File: config.mk
export PLATFORM = sky130hd
export DESIGN_NAME = mc_control_fsm
export DESIGN_NICKNAME = d
export VERILOG_FILES = /design/src/rtl/mc_control_fsm.sv
export SDC_FILE = /design/constraint.sdc
export NUM_CORES = 1
export LEC_CHECK = 0
export CAP_MARGIN = 10
export CORE_MARGIN = 2
export CORE_UTILIZATION = 40
export CTS_CLUSTER_DIAMETER = 40
export CTS_CLUSTER_SIZE = 40
export DETAILED_ROUTE_END_ITERATION = 6
export HOLD_SLACK_MARGIN = 0.03
export PLACE_DENSITY = 0.79
export SLEW_MARGIN = 40
export SYNTH_ARGS = -nofsm -noshare
export SYNTH_HDL_FRONTEND = slang
export SYNTH_SLANG_ARGS = --single-unit
File: constraint.sdc
create_clock -name clk -period 2.2 [get_ports clk]
set_clock_uncertainty 0.1 [all_clocks]
set_input_delay 0.44 -clock clk [delete_from_list [all_inputs] [get_ports clk]]
set_output_delay 0.44 -clock clk [all_outputs]
set_load 0.02 [all_outputs]
File: src/rtl/mc_control_fsm.sv
// Multi-cycle MIPS control unit: Moore FSM stepping FETCH/DECODE/execute per opcode.
// Latency: outputs decode the current state combinationally; illegal_op lags DECODE by one cycle.
// Backpressure: stall freezes the state and forces a bubble (all control outputs zero).
module mc_control_fsm #(
  parameter logic [5:0] OP_LW   = 6'h23,
  parameter logic [5:0] OP_SW   = 6'h2B,
  parameter logic [5:0] OP_BEQ  = 6'h04,
  parameter logic [5:0] OP_J    = 6'h02,
  parameter logic [5:0] OP_ADDI = 6'h08
) (
  input  logic        clk,
  input  logic        reset,
  input  logic        run,
  input  logic        stall,
  input  logic [5:0]  opcode,
  output logic [12:0] ctrl_word,
  output logic [3:0]  alu_ctl,
  output logic [3:0]  state,
  output logic        instr_done,
  output logic        illegal_op
);

  localparam logic [5:0] OP_RTYPE = 6'h00;

  typedef enum logic [3:0] {
    IDLE     = 4'd0,
    FETCH    = 4'd1,
    DECODE   = 4'd2,
    MEM_ADDR = 4'd3,
    MEM_RD   = 4'd4,
    MEM_WB   = 4'd5,
    MEM_WR   = 4'd6,
    EXEC_R   = 4'd7,
    WB_R     = 4'd8,
    EXEC_I   = 4'd9,
    WB_I     = 4'd10,
    BRANCH   = 4'd11,
    JUMP     = 4'd12
  } state_t;

  state_t      state_q;
  state_t      state_nxt;
  logic        illegal_nxt;
  logic [12:0] ctrl_raw;
  logic [3:0]  alu_raw;
  logic        done_raw;

  // State register and the one-cycle illegal-opcode pulse; reset dominates everything.
  always_ff @(posedge clk) begin
    if (reset) begin
      state_q    <= IDLE;
      illegal_op <= 1'b0;
    end else begin
      state_q    <= state_nxt;
      illegal_op <= illegal_nxt;
    end
  end

  // Next-state and per-state control decode; stall holds state and zeroes every output.
  always_comb begin
    state_nxt   = state_q;
    illegal_nxt = 1'b0;
    ctrl_raw    = 13'h0000;
    alu_raw     = 4'b0000;
    done_raw    = 1'b0;
    case (state_q)
      IDLE: begin
        if (run) state_nxt = FETCH;
      end
      FETCH: begin
        ctrl_raw  = 13'h04A0;
        alu_raw   = 4'b0100;
        state_nxt = DECODE;
      end
      DECODE: begin
        alu_raw = 4'b1100;
        if (opcode == OP_RTYPE)                        state_nxt = EXEC_R;
        else if (opcode == OP_LW || opcode == OP_SW)   state_nxt = MEM_ADDR;
        else if (opcode == OP_BEQ)                     state_nxt = BRANCH;
        else if (opcode == OP_J)                       state_nxt = JUMP;
        else if (opcode == OP_ADDI)                    state_nxt = EXEC_I;
        else begin
          state_nxt   = IDLE;
          illegal_nxt = 1'b1;
        end
      end
      MEM_ADDR: begin
        ctrl_raw  = 13'h0002;
        alu_raw   = 4'b1000;
        // Opcode is still held in IR, so it picks load vs store here.
        state_nxt = (opcode == OP_SW) ? MEM_WR : MEM_RD;
      end
      MEM_RD: begin
        ctrl_raw  = 13'h0180;
        state_nxt = MEM_WB;
      end
      MEM_WB: begin
        ctrl_raw  = 13'h0014;
        done_raw  = 1'b1;
        state_nxt = run ? FETCH : IDLE;
      end
      MEM_WR: begin
        ctrl_raw  = 13'h0140;
        done_raw  = 1'b1;
        state_nxt = run ? FETCH : IDLE;
      end
      EXEC_R: begin
        ctrl_raw  = 13'h0002;
        alu_raw   = 4'b0010;
        state_nxt = WB_R;
      end
      WB_R: begin
        ctrl_raw  = 13'h000C;
        done_raw  = 1'b1;
        state_nxt = run ? FETCH : IDLE;
      end
      EXEC_I: begin
        ctrl_raw  = 13'h0002;
        alu_raw   = 4'b1000;
        state_nxt = WB_I;
      end
      WB_I: begin
        ctrl_raw  = 13'h0004;
        done_raw  = 1'b1;
        state_nxt = run ? FETCH : IDLE;
      end
      BRANCH: begin
        ctrl_raw  = 13'h0A02;
        alu_raw   = 4'b0001;
        done_raw  = 1'b1;
        state_nxt = run ? FETCH : IDLE;
      end
      JUMP: begin
        ctrl_raw  = 13'h1400;
        done_raw  = 1'b1;
        state_nxt = run ? FETCH : IDLE;
      end
      default: begin
        // Codes 13-15 are unreachable in normal operation; recover to IDLE quietly.
        state_nxt = IDLE;
      end
    endcase

    if (stall) begin
      state_nxt   = state_q;
      illegal_nxt = 1'b0;
    end
  end

  // Bubble gating: a stalled cycle presents an all-zero control word.
  always_comb begin
    ctrl_word  = stall ? 13'h0000 : {ctrl_raw[12:1], 1'b0};
    alu_ctl    = stall ? 4'b0000  : alu_raw;
    instr_done = done_raw & ~stall;
    state      = state_q;
  end

endmodule

# Word-level counts from Yosys, hierarchy flattened
# Index checks and enable logic that the tools add are counted.
# word_totals
ff_bits	5
in_bits	10
out_inout_bits	23
wordCells	46
# op_classes
eq_ne	18
mux	15
n_bitwise	3
reduce_logical	8
# op_table
cell	n
$pmux 13 s9	1
$pmux 4 s8	1
$mux 4	7
$eq 4x4->1 const B	5
$pmux 4 s5	1
$eq 4x3->1 const B	4
$mux 13	1
$eq 6x6->1 const B	2
$eq 4x2->1 const B	2
$reduce_or 7->1	1
$eq 6x2->1 const B	1
$eq 6x3->1 const B	1
$eq 6x4->1 const B	1
$logic_not 6->1	1
$reduce_or 6->1	1
$eq 4x1->1 const B	1
$logic_not 4->1	1
$mux 1	3
$reduce_or 3->1	1
$mux 2	1
$ne 2x2->1 const B	1
$not 1->1	2
$reduce_and 2->1	1
$reduce_or 2->1	1
2 further kinds	2

# Longest topological paths before layout
# Gate-level depths: netlist of the first run.
# depth
depth_word	7
mapped_depth	6
mapped_depth_nobuf	4

# Least setup slack after synthesis of the first run
# Ideal clock, no wire load.
# synth_path
path_type	register to output
startpoint	reg state_q[0] (netlist: state[0])
endpoint	out alu_ctl[2]
arrival_ns	1.697
required_ns	1.660
slack_ns	-0.037
stages_incl_launch_ff	5
path_cell_list	dfxtp_1 -> clkbuf_1 -> nand3_1 -> nor3_1 -> or2b_1
# synth_via
elab_chain_len	4
elab_cells_between_ends	9
# synth_rtl
item	line	text
start, declared	41	state_t state_q;
start signal, assigned	54	state_q <= state_nxt;
$eq 4x4->1 / $eq 4x2->1 (equally long branches)	66	case (state_q)
$reduce_or 2->1 (no line)	n/a	
$pmux 4 s5 *	66	
$mux 4 *	153	alu_ctl = stall ? 4'b0000 : alu_raw;
end, declared	17	output logic [3:0] alu_ctl,
# Every way passes the cells marked *; elsewhere a longest branch is shown, timed or not.

# Final worst setup path of the first run
# layout_path
startpoint	reg state_q[0] (netlist: state[0])
endpoint	out state[0]
# layout_rtl
item	line	text
end, declared	18	output logic [3:0] state,
# No word-level cell between the ends.

==> impl_results.md, run 1 <==
- Placed Cells: between 150 and 200
- Crit end category: output pin
- FF-to-FF path depth: 5
- Die height: around 45 um
- GPL Wtd Cong: 0.8462
- Residual DRC: 0
- Setup Buffers After CTS: 0
- Yosys warnings: 0
- Largest net degree at the start of global routing: 14
- Post-Layout Cell Count: 166
- Hold EP: illegal_op$_SDFF_PP0_
- PortBufs: 31
- Fmax: 466.7 MHz
- Worst EP arrival: 1.60 ns
- Status: complete, no violations
- Cell area after synthesis: approximately 680 sq um
- Reg-to-reg startpoint: state[0]$_SDFFE_PP0P_
- Max-cap violations: 0
- Initial antenna violation count: 0
- H-tree depth: 1
- Period utilisation layout: 0.9739
- Routed Antenna Nets: 0
- Tmin final: around 2.1 ns
- Hold path depth: 3
- CTS root buffer: clkbuf_4
- Die width: between 40 and 50 um
- Initial Util: 0.4383
- CP Launch Type: flop
- CP max FO: 11
- I/O pin count: 33
- Max VDD drop: around 0.00029 V
- Layout cells sized above 1: 0.2533
- Syn Area/Cell: roughly 6.6 sq um
- N_diodes: 0
- Post-Syn Nets: roughly 110
- Iter 0 DRT Violations: 23
- Congestion Overflow GR: 0
- Drt pass-1 iters: 4
- P&R area growth vs syn: 67.41%
- Core area: approximately 1500 sq um
- Vias in the first global route: around 850
- CTS max path bufs: 2
- TritonCTS clock tree: done
- Nets: ~160
- Via count: 918
- Tot GR Track Use: 0.2488
- Yosys reg bits: 5
- PD cells: 301.2 nW/um^2
- Reg-to-reg slack, setup: 0.63 ns
- Reg clk slew, reported paths: 0.05 ns
- DIE AREA: 2034 sq um
- # hold bufs at CTS: 0
- DRT Wirelength: around 2200 um
- RSZ-0062 raised after global routing: false
- Fin. Hold Viols: 0
- Worst min path class: reg2reg
- Rows: 14
- Hold Startpoint: state[3]$_SDFFE_PP0P_
- Required @ worst endpoint: approximately 1.7 ns
- Pins over their slew limit: 0
- Setup violations, final: 0
- Crit path kind: reg2out
- Clock latency on the worst-skew pair: 0.25 ns
- Routed wire per std cell: 13.46 um
- P_leak: 0.5337 nW
- Vias per inst: 5.530
- Setup TNS: 0 ns
- First-pass GRT wire length: approximately 3700 um
- # clock sinks: 5
- Distinct cell type count after synthesis: between 40 and 50
- Register area share after synthesis: 0.1481
- Synthesized instance count: a little over 100
- Worst r2r dst: state[0]$_SDFFE_PP0P_
- CTS buffer count: 3
- Post-DP HPWL: approximately 1800 um
logic make-up (layout without fill, tap and decap cells):
group / Yosys count / count (layout) / synth area share
other: 1 / 1 / 0.005550
xor gates and xnor gates: 3 / 3 / 0.03890
buffers and inverters: 16 / 63 / 0.1148
AOI/OAI and AO/OA: 28 / 28 / 0.2741
and+or+nand+nor: 50 / 50 / 0.4185
DFF: 5 / 5 / 0.1482
report_power, final:
part / internal, mW / switching, mW
sequential: 0.0938 / 0.00300
combinational: 0.0641 / 0.0681
clock: 0.0689 / 0.0427
Yosys cell counts, drive strengths merged:
cell type	n	area, sq um
a2111oi	1	15.01
a21oi	8	40.04
a221oi	1	8.760
a31oi	1	6.260
and2	2	12.51
and3	1	6.260
and4b	1	10.01
buf	7	43.79
clkbuf	5	18.77
conb	1	3.750
dfxtp	5	100.1
inv	4	15.01
nand2	5	18.77
nand2b	6	45.04
nand3	1	5.000
nand3b	1	7.510
nand4	1	6.260
nor2	12	45.04
nor3	10	50.05
nor3b	2	20.02
nor4	4	25.02
o2111a	1	11.26
o21a	1	7.510
o21ai	8	40.04
o21bai	2	15.01
o22a	1	8.760
o22ai	1	6.260
o311ai	1	8.760
o31a	1	8.760
o41ai	1	8.760
or2	1	6.260
or2b	1	7.510
or3	1	6.260
or4	1	11.26
xnor2	2	17.52
xor2	1	8.760
worst max-delay path: stages (launching register included):
cell             delay [ns]
dfxtp_1                0.39
buf_4                  0.18
buf_4                  0.17
clkdlybuf4s50_1        0.61
metrics by stage:
stage / cell area, sq um / setup WS (ns) / hold WS (ns) / total power, mW / util
floorplan: 680.7 / 0.01256 / 0.4091 / 0.1659 / -
global placement: 1129 / -0.4676 / 0.5937 / 0.2282 / 0.7321
detailed placement: 1129 / -0.4776 / 0.5994 / 0.2324 / 0.7321
CTS: 1135 / 0.01415 / 0.6075 / 0.3435 / 0.7362
global route: 1131 / 0.004485 / 0.6366 / 0.3598 / 0.7338
finish: 1131 / 0.05743 / 0.6040 / 0.3406 / 0.7338
registers in the layout, indices dropped and copies added, names as in the netlist:
signal and count:
state 4, illegal_op 1
cell type report:
cell class	instances	area, sq um
Fill cell	132	410.4
Timing Repair Buffer	55	461.7
Tap cell	16	20.02
Sequential cell	5	100.1
Inverter	4	15.01
Clock buffer	4	26.28
Multi-Input combinational cell	82	508.0
metal layers:
metal,track usage,wire [um],up-vias
li1,-,-,468
met1,0.3172,969,416
met2,0.4229,1127,32
met3,0.06000,124,2
met4,0.05294,12,0
met5,0,0,-
repair_timing:
action,4_1_cts,5_1_grt
endpoints found under the hold margin,0,0
resized for setup,24,6
pin swaps,1,0
setup endpoints to repair,17,4
worst max-delay path by stage:
| stage | slack [ns] | to | cells past startpoint | start |
|---|---|---|---|---|
| global route | 0.004 | state[0] | 3 | state[0]$_SDFFE_PP0P_ |
| global placement | -0.47 | alu_ctl[2] | 4 | stall |
| CTS | 0.01 | instr_done | 6 | state[3]$_SDFFE_PP0P_ |
| floorplan | 0.01 | ctrl_word[11] | 4 | stall |
| detailed placement | -0.48 | ctrl_word[5] | 7 | stall |
| finish | 0.06 | state[0] | 3 | state[0]$_SDFFE_PP0P_ |
cells in the final DEF (no fill, tap or decap), drive strengths merged, types with 2 or more instances in the layout:
| master | synthesis | routed |
|---|---|---|
| a21oi | 8 | 8 |
| and2 | 2 | 2 |
| buf | 7 | 26 |
| clkbuf | 5 | 6 |
| clkdlybuf4s50 | 0 | 12 |
| dfxtp | 5 | 5 |
| dlygate4sd2 | 0 | 13 |
| inv | 4 | 4 |
| nand2 | 5 | 5 |
| nand2b | 6 | 6 |
| nor2 | 12 | 12 |
| nor3 | 10 | 10 |
| nor3b | 2 | 2 |
| nor4 | 4 | 4 |
| o21ai | 8 | 8 |
| o21bai | 2 | 2 |
| xnor2 | 2 | 2 |
Note: power is estimated with default switching activity, not from simulation.
==> inputs of run 2 (changes only) <==
Settings changed: GPL_TIMING_DRIVEN set to 0.
==> run 2 against run 1 <==
Setup slack better by 0.012 ns. Maximum frequency grew 0.55%. Highest routed layer unchanged. Total power rose by 2.5%. Clock power up 11%. Largest power group unchanged. Combinational power fell by 3%. Via count grew 2.3%. Sequential share of layout area up 0.71 points. Largest cell class unchanged. Worst hold slack worse by 0.0099 ns.
==> impl_results.md, run 2 (same netlist as run 1, synthesis figures left out) <==
- Residual DRC: 0 (unchanged)
- First-pass GRT wire length: 3877 um (was 3691 um)
- Reg clk slew, reported paths: 0.06 ns (was 0.05 ns)
- CTS max path bufs: 2 (unchanged)
- FF+latch area: 101.3 sq um (was 100.1 sq um)
- Largest net degree at the start of global routing: 11 (was 14)
- I/O pin count: 33 (unchanged)
- Pre-CTS WS: -0.8142 ns (was -0.4776 ns)
- Footprint of the multi-input gates: 535.5 sq um (was 508.0 sq um)
- Drt pass-1 iters: 5 (was 4)
- Crit end category: output pin (unchanged)
- Routed Antenna Nets: 0 (unchanged)
- Period utilisation layout: 0.9686 (was 0.9739)
- Setup violations, final: 0 (unchanged)
- Met3 Track Usage GR: 0.08000 (was 0.06000)
- Post-DP HPWL: 1552 um (was 1771 um)
- RSZ-0062 raised after global routing: false (unchanged)
- DRT Wirelength: 2405 um (was 2234 um)
- Busiest grt layer: met2 (unchanged)
- CP Launch Type: flop (unchanged)
- Status: complete, no violations (unchanged)
- Setup TNS: 0 ns (unchanged)
- Critical Path Max Stage Delay: 0.43 ns (was 0.61 ns)
- CTS root buffer: clkbuf_4 (unchanged)
- Vias per inst: 5.981 (was 5.530)
- Final Power: 0.3490 mW (was 0.3406 mW)
- Worst setup margin: 0.06910 ns (was 0.05743 ns)
- Iter 0 DRT Violations: 30 (was 23)
- Fmax: 469.3 MHz (was 466.7 MHz)
- Design area: 1060 sq um (was 1131 sq um)
- Core area: 1541 sq um (unchanged)
- Worst path slowest cell: or4_4 (was clkdlybuf4s50_1)
- CP dominant cell by count: buf_6 (was buf_4)
- Worst EP arrival: 1.59 ns (was 1.60 ns)
- TritonCTS clock tree: done (unchanged)
- Initial antenna violation count: 0 (unchanged)
- Worst min path class: in2reg (was reg2reg)
- Crit path kind: reg2out (unchanged)
- Clock latency on the worst-skew pair: 0.27 ns (was 0.25 ns)
- N_diodes: 0 (unchanged)
- Nets: 152 (was 161)
- Grt met2 use: 0.3971 (was 0.4229)
- Via count: 939 (was 918)
- P&R area growth vs syn: 56.85% (was 67.41%)
- CTS buffer count: 3 (unchanged)
- Vias in the first global route: 825 (was 846)
- CP bufs+invs: 2 (was 3)
- Largest register FFs: 4 (unchanged)
- Tot GR Track Use: 0.2635 (was 0.2488)
- Rows: 14 (unchanged)
- PortBufs: 30 (was 31)
- Die width: 45.10 um (unchanged)
- Congestion Overflow GR: 0 (unchanged)
- Routed wire per std cell: 15.32 um (was 13.46 um)
- Fin. Hold Viols: 0 (unchanged)
- CP max FO: 9 (was 11)
- Max-cap violations: 0 (unchanged)
- Post-layout util: 0.6875 (was 0.7338)
- Most common cell after layout, fill and taps aside: clkdlybuf4s50_1 (was buf_4)
- Post-DP Area: 1001 sq um (was 1129 sq um)
- Commonest cells after routing, fill and taps aside: clkdlybuf4s50_1, buf_2, nor2_1 (was buf_4, dlygate4sd2_1, nor2_1, clkdlybuf4s50_1, nor3_1)
- Tmin final: 2.131 ns (was 2.143 ns)
- # clock sinks: 5 (unchanged)
- Met1 GRT Util: 0.3438 (was 0.3172)
- Pins over their slew limit: 0 (unchanged)
- Delay-heaviest family, CP: simple AND/OR/NAND/NOR gates (was buffers and inverters)
- GPL Wtd Cong: 0.8413 (was 0.8462)
- DIE AREA: 2034 sq um (unchanged)
- Die height: 45.10 um (unchanged)
- Crit-path cells: buf_6 -> nand2b_4 -> or4_4 -> or2b_1 -> buf_6 (was buf_4 -> buf_4 -> clkdlybuf4s50_1)
- Layout cells sized above 1: 0.3333 (was 0.2533)
- Initial Util: 0.4383 (unchanged)
- P_leak: 0.4599 nW (was 0.5337 nW)
- H-tree depth: 1 (unchanged)
- Required @ worst endpoint: 1.66 ns (about the same)
- Max VDD drop: 0.0001973 V (was 0.0002932 V)
- Fillers: 157 (was 132)
- PD cells: 329.3 nW/um^2 (was 301.2 nW/um^2)
[run 2: cell count changes in the layout (fill, tap and decap cells not counted), moves of 2 or more]
cell           before  now
buf_6               0    2
nor3_1              9    7
dlygate4sd2_1      13    0
buf_4              26    9
buf_2               0   11
clkbuf_4            3    7
[run 2: layout make-up]
| class | count | area share |
|---|---|---|
| Buffer | 12 | 0.08855 |
| Tap cell | 16 | 0.01889 |
| Timing Repair Buffer | 34 | 0.2527 |
| Multi-Input combinational cell | 82 | 0.5053 |
| Clock buffer | 4 | 0.02479 |
| Inverter | 4 | 0.01417 |
| Sequential cell | 5 | 0.09563 |
[run 2: worst reg2reg max path, delay by kind of cell, from the launching register on]
family | cells | cell delay (ns)
flip-flops | 1 | 0.31
AO/OA/AOI/OAI | 1 | 0.13
buffers and inverters | 2 | 0.30
AND/OR/NAND/NOR | 3 | 0.75
[run 2: power by group]
part	internal, mW	total [mW]	switching [mW]
Sequential	0.0935	0.0975	0.00398
Clock	0.0696	0.124	0.0541
Combinational	0.0568	0.128	0.0710
[run 2: path summary, 6_finish.rpt]
kind,to,from,slack [ns],cells after the start
worst max-delay path,alu_ctl[2],state[2]$_SDFFE_PP0P_,0.07,5
worst min-delay path,state[1]$_SDFFE_PP0P_,opcode[3],0.59,4
worst max register to register,state[3]$_SDFFE_PP0P_,state[2]$_SDFFE_PP0P_,0.55,6
worst min register to register,state[0]$_SDFFE_PP0P_,state[1]$_SDFFE_PP0P_,0.59,4
[run 2: stage by stage]
stage / std cells / hold WS [ns]
after global placement: 149 / 0.5515
after global routing: 157 / 0.6060
final: 157 / 0.5941
after detailed placement: 149 / 0.5684
after floorplan: 103 / 0.4091
after CTS: 157 / 0.5825
[run 2: timing repair]
item / in CTS / in global routing
gates resized for setup: 73 / 19
hold buffers: 0 / 0
pin swaps: 1 / 1
buffers inserted: 4 / 0
endpoints found under the setup margin: 17 / 17
[run 2: per-layer routing]
| layer | vias up | part of all wire |
|---|---|---|
| met1 | 422 | 0.39 |
| met4 | 0 | 0.031 |
| li1 | 445 | - |
| met2 | 57 | 0.47 |
| met3 | 15 | 0.10 |
| met5 | - | 0 |
